<file path="config.mk">
export PLATFORM = sky130hd
export DESIGN_NAME = fv_bank_dispatcher
export DESIGN_NICKNAME = d
export VERILOG_FILES = /design/src/rtl/fv_bank_dispatcher.sv
export SDC_FILE = /design/constraint.sdc
export NUM_CORES = 1
export LEC_CHECK = 0
export BUFFER_PORTS_ARGS = -buffer_cell sky130_fd_sc_hd__buf_2
export CORE_ASPECT_RATIO = 1.5
export CORE_MARGIN = 5
export CORE_UTILIZATION = 49
export DETAILED_ROUTE_END_ITERATION = 8
export PLACE_DENSITY_LB_ADDON = 0.12
export SYNTH_ARGS = -nofsm -noshare
export SYNTH_HDL_FRONTEND = slang
export SYNTH_SLANG_ARGS = --single-unit
</file>
<file path="constraint.sdc">
create_clock -name clk -period 1.95 [get_ports clk]
set_input_delay 0.39 -clock clk [delete_from_list [all_inputs] [get_ports clk]]
set_output_delay 0.39 -clock clk [all_outputs]
set_load 0.1 [all_outputs]
</file>
<file path="src/rtl/fv_bank_dispatcher.sv">
// fv_bank_dispatcher: pops {addr,tag} requests, decodes the bank from the addr MSBs, waits on that bank's busy,
// then issues a one-cycle strobe to it. Define FV_DISPATCH_STATS_EN to add stall_cycles / issued_cnt counters.

module fv_bank_dispatcher #(
    parameter int NUM_BANKS  = 4,
    parameter int BANK_SEL_W = $clog2(NUM_BANKS),
    parameter int ADDR_W     = 8,
    parameter int TAG_W      = 4
) (
    input  logic                         clk,
    input  logic                         reset,
    input  logic                         fifo_empty,
    input  logic                         fifo_rvalid,
    input  logic [ADDR_W-1:0]            fifo_addr,
    input  logic [TAG_W-1:0]             fifo_tag,
    output logic                         fifo_rinc,
    input  logic [NUM_BANKS-1:0]         bank_busy,
    output logic [NUM_BANKS-1:0]         bank_req_valid,
    output logic [ADDR_W-BANK_SEL_W-1:0] bank_req_addr,
    output logic [TAG_W-1:0]             bank_req_tag,
    output logic                         addr_err,
    output logic                         idle
`ifdef FV_DISPATCH_STATS_EN
    ,
    output logic [31:0]                  stall_cycles,
    output logic [31:0]                  issued_cnt
`endif
);
    localparam int BA_W = ADDR_W - BANK_SEL_W;

    typedef struct packed {
        logic [ADDR_W-1:0] addr;
        logic [TAG_W-1:0]  tag;
    } req_t;

    typedef enum logic [1:0] {IDLE, FETCH, STALL, ISSUE} state_t;

    state_t                state, state_nxt;
    req_t                  hold;
    logic                  rinc_nxt, err_nxt, latch, issue;
    logic [BANK_SEL_W-1:0] fifo_bank, hold_bank, sel_bank;
    logic [NUM_BANKS-1:0]  lane_hit, lane_busy, issue_oh;
    logic                  sel_in_range, sel_is_busy;

    assign fifo_bank = fifo_addr[ADDR_W-1 -: BANK_SEL_W];
    assign hold_bank = hold.addr[ADDR_W-1 -: BANK_SEL_W];
    // FETCH judges the freshly returned word; STALL keeps re-checking the held one.
    assign sel_bank  = (state == FETCH) ? fifo_bank : hold_bank;

    for (genvar b = 0; b < NUM_BANKS; b++) begin : g_bank
        assign lane_hit[b]  = (sel_bank == BANK_SEL_W'(b));
        assign lane_busy[b] = lane_hit[b] & bank_busy[b];
        assign issue_oh[b]  = issue && (hold_bank == BANK_SEL_W'(b));
    end

    // No lane matching means the decoded bank is beyond NUM_BANKS.
    assign sel_in_range = |lane_hit;
    assign sel_is_busy  = |lane_busy;
    assign idle         = (state == IDLE);

    always_comb begin
        state_nxt = state;
        rinc_nxt  = 1'b0;
        err_nxt   = 1'b0;
        latch     = 1'b0;
        issue     = 1'b0;
        case (state)
            IDLE: begin
                if (!fifo_empty) begin
                    rinc_nxt  = 1'b1;
                    state_nxt = FETCH;
                end
            end
            FETCH: begin
                // Read data returns the cycle after the strobe, so the strobe cycle itself is skipped.
                if (!fifo_rinc) begin
                    if (!fifo_rvalid) begin
                        state_nxt = IDLE;
                    end else begin
                        latch = 1'b1;
                        if (!sel_in_range) begin
                            err_nxt   = 1'b1;
                            state_nxt = IDLE;
                        end else if (sel_is_busy) begin
                            state_nxt = STALL;
                        end else begin
                            state_nxt = ISSUE;
                        end
                    end
                end
            end
            STALL: begin
                if (!sel_is_busy) state_nxt = ISSUE;
            end
            ISSUE: begin
                issue = 1'b1;
                if (!fifo_empty) begin
                    rinc_nxt  = 1'b1;
                    state_nxt = FETCH;
                end else begin
                    state_nxt = IDLE;
                end
            end
            default: state_nxt = IDLE;
        endcase
    end

    always_ff @(posedge clk) begin
        if (!reset) begin
            state          <= IDLE;
            hold           <= '0;
            fifo_rinc      <= 1'b0;
            addr_err       <= 1'b0;
            bank_req_valid <= '0;
            bank_req_addr  <= '0;
            bank_req_tag   <= '0;
        end else begin
            state          <= state_nxt;
            fifo_rinc      <= rinc_nxt;
            addr_err       <= err_nxt;
            bank_req_valid <= issue_oh;
            if (latch) hold <= '{addr: fifo_addr, tag: fifo_tag};
            // Shared addr/tag only move on an issue so they hold between strobes.
            if (issue) begin
                bank_req_addr <= hold.addr[BA_W-1:0];
                bank_req_tag  <= hold.tag;
            end
        end
    end

`ifdef FV_DISPATCH_STATS_EN
    always_ff @(posedge clk) begin
        if (!reset) begin
            stall_cycles <= '0;
            issued_cnt   <= '0;
        end else begin
            if (state == STALL && stall_cycles != '1) stall_cycles <= stall_cycles + 32'd1;
            if (|bank_req_valid && issued_cnt != '1) issued_cnt <= issued_cnt + 32'd1;
        end
    end
`endif

endmodule

</file>
==> run summary, run 1 <==
The endpoint identified for the worst register-to-register timing path is state[0]. When the netlist entered floorplanning its net count stood at 160. The logs give 1026 for the total number of vias and 0 for the diode insertion count for antenna repair.

After synthesis, the cell types taking the most area are dfxtp_1 48%, mux2i_1 9.7%, nand2_1 8.8%. The logs give 0 for the setup violation total in the final timing report and 197 for the final layout net count. The first detailed-routing pass took 5 iterations.

The highest ir drop seen on vdd was 0.562 mV. The number of top-level design ports is 37. In this run the remaining antenna-violating nets after routing total 0. The die width was 51.1 um; the number of buffers created by CTS was 5. The count of input and output buffers works out to 36. For the arrival time reported for the critical path endpoint, the log shows 1.43 ns. The worst path in the final design needs a cycle of 1.82 ns, including I/O delays and setup.

After layout, the worst path uses 93.3% of the clock period. The static leakage power is 0.000615 uW, and the synthesis-stage register bit count is 30. The congestion estimate from routability-driven global placement came to 0.721. After detailed routing, the number of remaining DRC violations is 0. Post-synthesis area per instance: 9.12 um2.

In the layout the commonest cells are 36 x buf_2, 30 x dfxtp_1, 29 x nand2_1, 13 x a21boi_0, 12 x mux2i_1. Row generation in the floorplan step produced 22 rows. The worst hold path class is input pin to register. The overall track demand over capacity in global routing is 15.7%, and the via-per-instance ratio is 5.18. The timing endpoint of the critical path was idle. Adding up every negative setup slack in the final design gives 0 ns.

For this run, the number of Yosys warnings is 0. Post-synthesis instance total: 136. The largest area contributor in the netlist was dfxtp_1. For the sum of overflow across all layers after global routing, the log shows 0. The longest clock path from root to sink contains 2 buffers. The area growth from synthesis to layout is 20.2%. The tools report the start point of the worst min-delay path as fifo_empty. The setup path with the least slack is of type register to output pin. The number of hold violations in the final report was 0; the routed length on met1 was 980 um. The floorplan step set the die height to 71.6 um. For the count of unique library cells instantiated by Yosys, the log shows 24. Once placement finished, the instance area stood at 1430 um2.

In this run the biggest area consumer among cell types represents 48.4% of the synthesized area. The most used flip-flop cell after synthesis is dfxtp_1. The tools report the initial antenna violation count as 0.

Prior to clock tree synthesis, the placed netlist has a worst setup slack of 0.290 ns. The run gives 0 as the number of pins exceeding their max-slew limit in the final report. The signal on the critical path passes through inv_1 -> ha_1 -> buf_2. Sequential fraction of the synthesis area: 48.4%. The count of instances resized after the clock tree is built is 0. In this run the top signal layer used is met4. Summed over all nets, wire length on met3 after detailed routing comes to 216 um. The fraction of layout instances using a drive strength above 1 came out at 27.0%. The filler cells instantiated in the layout total 242. The tree built by TritonCTS fans out to 30 sinks. The H-tree was split into 2 levels.

For the worst-skew pair, the clock arrives at the later sink with an insertion delay of 0.32 ns. The max-capacitance violation count came out at 0. Reg2reg setup slack: 0.27 ns.

Between clock sinks in the finished design, the worst skew comes to 0.00358 ns. In this run the worst setup path begins at state[0]. The first global-routing pass estimated 4220 um of wire. TritonCTS built the clock tree. The register clock-pin slew on the reported worst setup and hold paths works out to 0.09 ns. Detailed placement ended at an HPWL of 1870 um.

Wires add up to 2570 um. Measured in cells, the most critical reg-to-reg path has a length of 6. The async set or reset register ratio after synthesis works out to 0%. The root cell of the clock tree was clkbuf_4.

The worst setup path is captured at an output pin. In this design, the stage delay of the slowest critical-path cell is 0.44 ns. The post-synthesis instance area was 1240 um2; the routed wire length per instance was 13.0 um. The tools report the final design area excluding fillers as 1490 um2. The run gives 1006 as the via count of the first global-routing pass. After floorplanning, the core was sized to cover 2450 um2.

The sum of met2 wire segment lengths after detailed routing was 1290 um. For this configuration, the core starts out at a cell density of 50.6%. Setup repair after global routing left no endpoint under its margin. The sort of element at the start of the critical path is a register. Along the worst path, the maximum fanout reaches 5. After clock tree synthesis, the setup repair step added 0 buffers. In this run, synthesis inferred 0 flip-flops with an integrated enable. After layout, the worst setup slack is 0.130 ns.

In this run the power density over the cells is 927 nW/um2. Die area: 3660 um2. The most common cell after layout, fill and taps aside is buf_2. The logs give 29 for the pin count of the biggest net entering global routing and 17 for the DRC marker count from the first detailed-route iteration. The peak clock frequency supported by timing came out at 0.550 GHz. For this design, the slowest cell found on the critical path is buf_2. The run finished with clean final reports. The hold buffer count at CTS was 0; the data required time at the worst endpoint was 1.56 ns.
==> power by group <==
part	switching [uW]	internal [uW]	total (uW)	leakage, uW
Sequential	29.6	648	677	0.000243
Clock	197	174	371	0.0000353
Combinational	221	112	333	0.000337
Total	448	934	1380	0.000615
==> synth_stat cells, types with 2 or more instances <==
library cell / n
nand2_1: 29
dfxtp_1: 30
nor2_1: 7
o21a_1: 2
a21boi_0: 13
nand3_1: 2
inv_1: 4
buf_2: 4
o21ai_0: 3
nor2b_1: 10
nor3_1: 2
ha_1: 4
clkbuf_1: 4
mux2i_1: 12
==> worst min-delay path by stage <==
stage / slack [ns] / cells past startpoint / to
final: 0.25 / 2 / fifo_rinc
after global routing: 0.25 / 2 / fifo_rinc
after CTS: 0.24 / 2 / fifo_rinc
after detailed placement: 0.46 / 2 / hold[3]
after global placement: 0.45 / 2 / hold[8]
after floorplan: 0.44 / 2 / hold[2]
==> per-layer routing <==
layer  up-vias  global-route usage [%]
li1        522                       -
met1       462                    14.1
met2        32                    26.8
met3        10                    6.65
met4         0                    12.3
met5         -                       0
==> cells by family (layout without fill, tap and decap cells) <==
family	Yosys count	after routing	synth area share [%]
and+or+nand+nor	53	53	19.2
buffers and inverters	12	50	4.04
adders and majority gates	4	4	4.04
DFF	30	30	48.4
other	1	1	0.302
AOI/OAI and AO/OA	24	24	14.3
muxes	12	12	9.69
==> final cells by class <==
| type | instances | area, um2 | share of cell area, % |
|---|---|---|---|
| clock inverters | 1 | 5.00 | 0.336 |
| inverters | 4 | 15.0 | 1.01 |
| flip-flops and latches | 30 | 601 | 40.3 |
| clock buffers | 7 | 55.1 | 3.69 |
| multi-input cells | 94 | 589 | 39.5 |
| well taps | 24 | 30.0 | 2.02 |
| repair buffers | 38 | 195 | 13.1 |
==> flip-flops by register name, summed over array words and instances (netlist names), named ones only <==
register	flops
bank_req_addr	6
addr_err	1
bank_req_tag	4
state	1
bank_req_valid	4
hold	12
fifo_rinc	1
==> stage by stage <==
step                      std cells  power [uW]  hold WS [ns]  utilization, %
final                           198        1380         0.255            60.8
after global routing            198        1460         0.245            60.8
after CTS                       198        1400         0.236            60.8
after detailed placement        190        1030         0.457            58.4
after global placement          190        1010         0.450            58.4
after floorplan                 136         951         0.443               -
==> worst max-delay path: cells and delay by family (launching register included) <==
kind	cells	cell delay [ns]
DFF	1	0.36
buffers and inverters	2	0.54
adders and majority gates	1	0.20
Power figures use the tool's default switching activity.
==> inputs of run 2 (changes only) <==
--- a/config.mk
+++ b/config.mk
@@ -6,7 +6,6 @@
 export NUM_CORES = 1
 export LEC_CHECK = 0
 export BUFFER_PORTS_ARGS = -buffer_cell sky130_fd_sc_hd__buf_2
-export CORE_ASPECT_RATIO = 1.5
 export CORE_MARGIN = 5
 export CORE_UTILIZATION = 49
 export DETAILED_ROUTE_END_ITERATION = 8
==> run summary, run 2 (synthesized netlist as in run 1, its figures left out) <==
The count of H-tree levels built during CTS is 2, and the number of flip-flops under the largest register name is 12. The tools report the final wirelength as 2480 um. For the reg2reg setup slack, the log shows 0.24 ns. STA classifies the critical path startpoint as a register. Setup repair after global routing left no endpoint under its margin. The number of pins exceeding their max-slew limit in the final report is 0, and the worst stage delay on the critical path is 0.44 ns.

The tools report the diode insertion count for antenna repair as 0. The first global-routing pass estimated 4280 um of wire. The number of clock buffers added by TritonCTS is 5.

The max-capacitance violation count is 0, and the TritonCTS sink count is 30. The slowest library cell on the worst path is buf_2. For the sum of overflow across all layers after global routing, the log shows 0. The worst-path maximum fanout was 5; the maximum buffer depth of the clock tree was 2. Summed over all nets, the half-perimeter wirelength after detailed placement is 1820 um. The final layout net count is 198.

The largest registers in the layout are hold: 12 flops, bank_req_addr: 6 flops. The power density over the cells is 897 nW/um2, and the hold buffer count at CTS is 0. The worst path meets setup with 0.168 ns of slack. The DRC marker count from the first detailed-route iteration is 26. The number of top-level design ports is 37.

The tree is rooted in a clkbuf_4. The core region is 2450 um2. Category of the most critical setup path: register to output pin.

From bottom edge to top edge, the die measures 60.3 um. The tools report the category of the worst setup path capture point as an output pin. The run finished with clean final reports. After routing, the total negative slack on setup checks comes to 0 ns. The tools report the setup violation total in the final timing report as 0.

For the worst-skew pair, the clock arrives at the later sink with an insertion delay of 0.31 ns. The run gives 1.39 ns as the arrival time reported for the critical path endpoint. The overall track demand over capacity in global routing came out at 16.2%.

Entering global routing, the biggest net connects 29 pins. TritonCTS built the clock tree. The via-per-instance ratio is 5.03. Summed over all cells, the static leakage comes to 0.000611 uW. The register clock-pin slew on the reported worst setup and hold paths was 0.08 ns; the peak clock frequency supported by timing was 0.561 GHz.

The die is 60.3 um wide. For this configuration, the core starts out at a cell density of 50.5%. The worst hold path class was input pin to register.

For the data required time at the worst endpoint, the log shows 1.56 ns. IR analysis of the VDD net gives a maximum drop of 0.546 mV. Before CTS, the worst setup slack after placement is 0.257 ns. The register with the most flip-flops is hold. Compared with the post-synthesis result, the final layout area differs by 20.2%.

The floorplan step defined a die boundary enclosing 3640 um2. The run gives 0 as the number of hold violations in the final report. Most common cell after layout, fill and taps aside: buf_2. The tools report the via count of the first global-routing pass as 1016. The logs give 0 for the remaining number of nets flagged by the antenna check after routing and 0 for the initial antenna violation count. The count of buffers added on input and output ports is 36. The total setup buffers inserted after CTS came out at 0. Dividing the detail-routed wire length by the instance count gives 12.1 um. The top cell types in the final layout, fill and taps aside, are 36 x buf_2, 30 x dfxtp_1, 29 x nand2_1, 13 x a21boi_0, 12 x mux2i_1. The tools report the post-route clock skew as 0.00547 ns. After detailed routing, the number of remaining DRC violations is 0. The first detailed-routing pass took 4 iterations. The minimum clock period after layout was 1.78 ns; the total number of vias was 1026.

Walking the worst path, the cells encountered are inv_1 -> ha_1 -> buf_2. At the end of routability-driven placement, the weighted congestion stood at 0.812. The final clock period utilization by the worst path was 91.4%; the count of instances resized after the clock tree is built was 0. Cells with a size suffix above 1 make up 26.4% of the layout. The number of rows in the core area was 18. Count of filler cells inserted in the layout: 226.
==> run 2: cell count changes in the layout (fill, tap and decap cells not counted) <==
cell | previous run | this run
buf_4 | 2 | 3
clkinv_2 | 1 | 0
clkbuf_8 | 1 | 0
clkbuf_1 | 1 | 2
==> run 2: report_power, final <==
group | internal [uW] | switching (uW)
clock | 136 | 189
combinational | 115 | 222
sequential | 648 | 28.3
==> run 2: final cells by class <==
cell class,instances,area (um2),area share (%)
sequential,30,601,40.3
multi-input combinational,94,589,39.5
timing repair buffer,39,203,13.6
clock buffer,7,45.0,3.02
tap,30,37.5,2.52
inverter,4,15.0,1.01
==> run 2: per-stage QoR <==
step | instance area (um2) | util, % | hold slack, ns | power (uW) | instances
after floorplan | 1240 | - | 0.443 | 951 | 136
after global placement | 1450 | 58.9 | 0.449 | 1010 | 197
after detailed placement | 1450 | 58.9 | 0.461 | 1030 | 197
after CTS | 1490 | 60.7 | 0.240 | 1350 | 204
after global routing | 1490 | 60.7 | 0.230 | 1420 | 204
final | 1490 | 60.7 | 0.259 | 1340 | 204
==> run 2: worst paths after layout <==
| kind | start | endpoint | cells past startpoint |
|---|---|---|---|
| min reg2reg | hold[2] | hold[2] | 2 |
| min | fifo_empty | fifo_rinc | 2 |
| max reg2reg | state[0] | state[0] | 6 |
| max | state[0] | idle | 3 |
==> run 2: worst max-delay path: cells and delay by family (launching register included) <==
family | cells | cell delay (ns)
buf+inv | 2 | 0.54
fa+ha+maj | 1 | 0.19
flops | 1 | 0.35
==> run 2: routing by layer <==
| metal | GRT usage [%] | share of wire, % | up-vias |
|---|---|---|---|
| li1 | - | - | 518 |
| met3 | 7.13 | 9.5 | 4 |
| met1 | 19.1 | 45 | 466 |
| met5 | 0 | 0 | - |
| met4 | 6.65 | 1.3 | 0 |
| met2 | 25.8 | 44 | 38 |
==> inputs of run 3 (changes only) <==
--- a/config.mk
+++ b/config.mk
@@ -7,7 +7,7 @@
 export LEC_CHECK = 0
 export BUFFER_PORTS_ARGS = -buffer_cell sky130_fd_sc_hd__buf_2
 export CORE_MARGIN = 5
-export CORE_UTILIZATION = 49
+export CORE_UTILIZATION = 30
 export DETAILED_ROUTE_END_ITERATION = 8
 export PLACE_DENSITY_LB_ADDON = 0.12
 export SYNTH_ARGS = -nofsm -noshare
==> run summary, run 3 (synthesized netlist as in run 1, its figures left out) <==
After detailed routing, the average wire length per cell comes to 12.2 um. Routed length on met1: 1250 um. The first detailed-routing pass ran for 2 iterations. Gates resized during post-CTS repair numbered 0.

After detailed routing, the number of vias per cell comes to 4.55. The critical path is of the register to output pin type. The count of H-tree levels built during CTS came out at 2. Minimum clock period after layout: 1.74 ns. Cells with a size suffix above 1 make up 26.4% of the layout. The worst-path maximum fanout came out at 5. Final clock period utilization by the worst path: 89.4%.

The logs give 0 for the setup violation total in the final timing report and 2010 um for the HPWL after detailed placement. Entering global routing, the biggest net connects 16 pins. Detailed routing inserted a total of 1020 vias. The run gives 37 as the number of top-level design ports.

TritonCTS built the clock tree. The largest registers in the layout are hold: 12 flops, bank_req_addr: 6 flops. The synthesis-to-layout area growth came out at 24.7%.

The die area is 5520 um2. The setup check on the worst reg-to-reg path leaves a slack of 0.29 ns. The worst setup path is captured at an output pin. The routed length on met3 was 279 um; the power density over the cells was 942 nW/um2. The number of rows in the core area is 23. In this run the deepest clock path goes through 2 buffers. Clock tree synthesis found a total of 30 sinks.

Overall track demand over capacity in global routing: 10.8%. The repair_antennas step left the layout with diodes totalling 0. The number of pins exceeding their max-slew limit in the final report is 0.

The run finished with clean final reports. Data required time at the worst endpoint: 1.56 ns. The tools report the arrival time reported for the critical path endpoint as 1.35 ns.

Overall power consumption after layout is estimated at 1460 uW. Buffers inserted during clock tree synthesis total 5. After layout, the worst setup slack is 0.206 ns. The tools report the sum of overflow across all layers after global routing as 0. Counting flops per register, the top entry is hold.

Setup repair after global routing left no endpoint under its margin. After detailed routing, the met2 layer carries 1140 um of wire. Summed over all cells, the static leakage comes to 0.000623 uW. The starting density of the core was 31.0%; the final design utilization was 38.7%.

The first global-routing pass estimated 4430 um of wire. In the layout the commonest cells are 36 x buf_2, 30 x dfxtp_1, 29 x nand2_1, 13 x a21boi_0, 12 x mux2i_1. After routing, the total negative slack on setup checks comes to 0 ns.

Once the clock tree was built, the setup fixing pass inserted 0 buffers. Hold buffer count at CTS: 0. The run gives 0 as the number of hold violations in the final report. The library cell used most frequently in the layout, excluding fill and tap cells, is buf_2. The register clock-pin slew on the reported worst setup and hold paths is 0.06 ns, and the area of the core is 4000 um2. The peak clock frequency supported by timing is 0.573 GHz, and the non-filler instance count after layout is 224. The logs give 18 for the DRC marker count from the first detailed-route iteration and 217 for the number of cells after detailed placement.

The placer congestion estimate is 0.723, and the die width is 74.3 um. Clock latency on the worst-skew pair, taken at its later pin, is 0.27 ns. In the routed design, unresolved DRC markers number 0. The highest metal layer with signal wires was met4.

The via count of the first global-routing pass is 987, and the count of input and output buffers is 36. The tools report the final wirelength as 2730 um. Clock tree synthesis selected as its root buffer the cell clkbuf_8.

The register with the most flip-flops in the layout has 12 of them. In this run the vertical extent of the chip is 74.3 um. The remaining number of nets flagged by the antenna check after routing is 0, and the worst setup slack after placement is 0.289 ns. The initial antenna violation count came out at 0. Across the routed clock network, the largest skew measured is 0.00123 ns.

STA classifies the critical path startpoint as a register. Across the run, the number of max-cap violations was 0. The final layout net count is 198. For the highest ir drop seen on vdd, the log shows 0.316 mV. The worst hold path class is input pin to register.
## run 3: cell counts in the layout (fill, tap and decap cells not counted)
Identical to the previous run, type by type.
## run 3: final cells by class
| type | count | area [um2] |
|---|---|---|
| Clock buffer | 7 | 76.3 |
| Fill cell | 422 | 2450 |
| Inverter | 4 | 15.0 |
| Multi-Input combinational cell | 94 | 589 |
| Sequential cell | 30 | 601 |
| Tap cell | 50 | 62.6 |
| Timing Repair Buffer | 39 | 203 |
## run 3: per-stage QoR
stage | instance area [um2] | hold WS [ns]
2_1_floorplan | 1240 | 0.443
6_report | 1550 | 0.308
4_1_cts | 1550 | 0.299
3_3_place_gp | 1470 | 0.449
3_5_place_dp | 1470 | 0.458
5_1_grt | 1550 | 0.302
## run 3: metal layers
metal,track usage (%),up-vias
met5,0,-
met4,6.52,0
met3,5.95,6
met2,15.8,32
met1,12.3,460
li1,-,522
## run 3: where the power goes
group	internal (uW)	switching (uW)
clock	245	202
combinational	112	222
sequential	649	28.3
total	1010	452
## run 3: path summary, 6_finish.rpt
path,start,to,cells past startpoint
max,state[0],idle,3
min,fifo_empty,fifo_rinc,2
max reg2reg,state[0],state[0],6
min reg2reg,hold[2],hold[2],2
## run 3: worst max-delay path: stages, from the launching register on
cell	delay, ns
dfxtp_1	0.35
inv_1	0.10
ha_1	0.20
buf_2	0.44
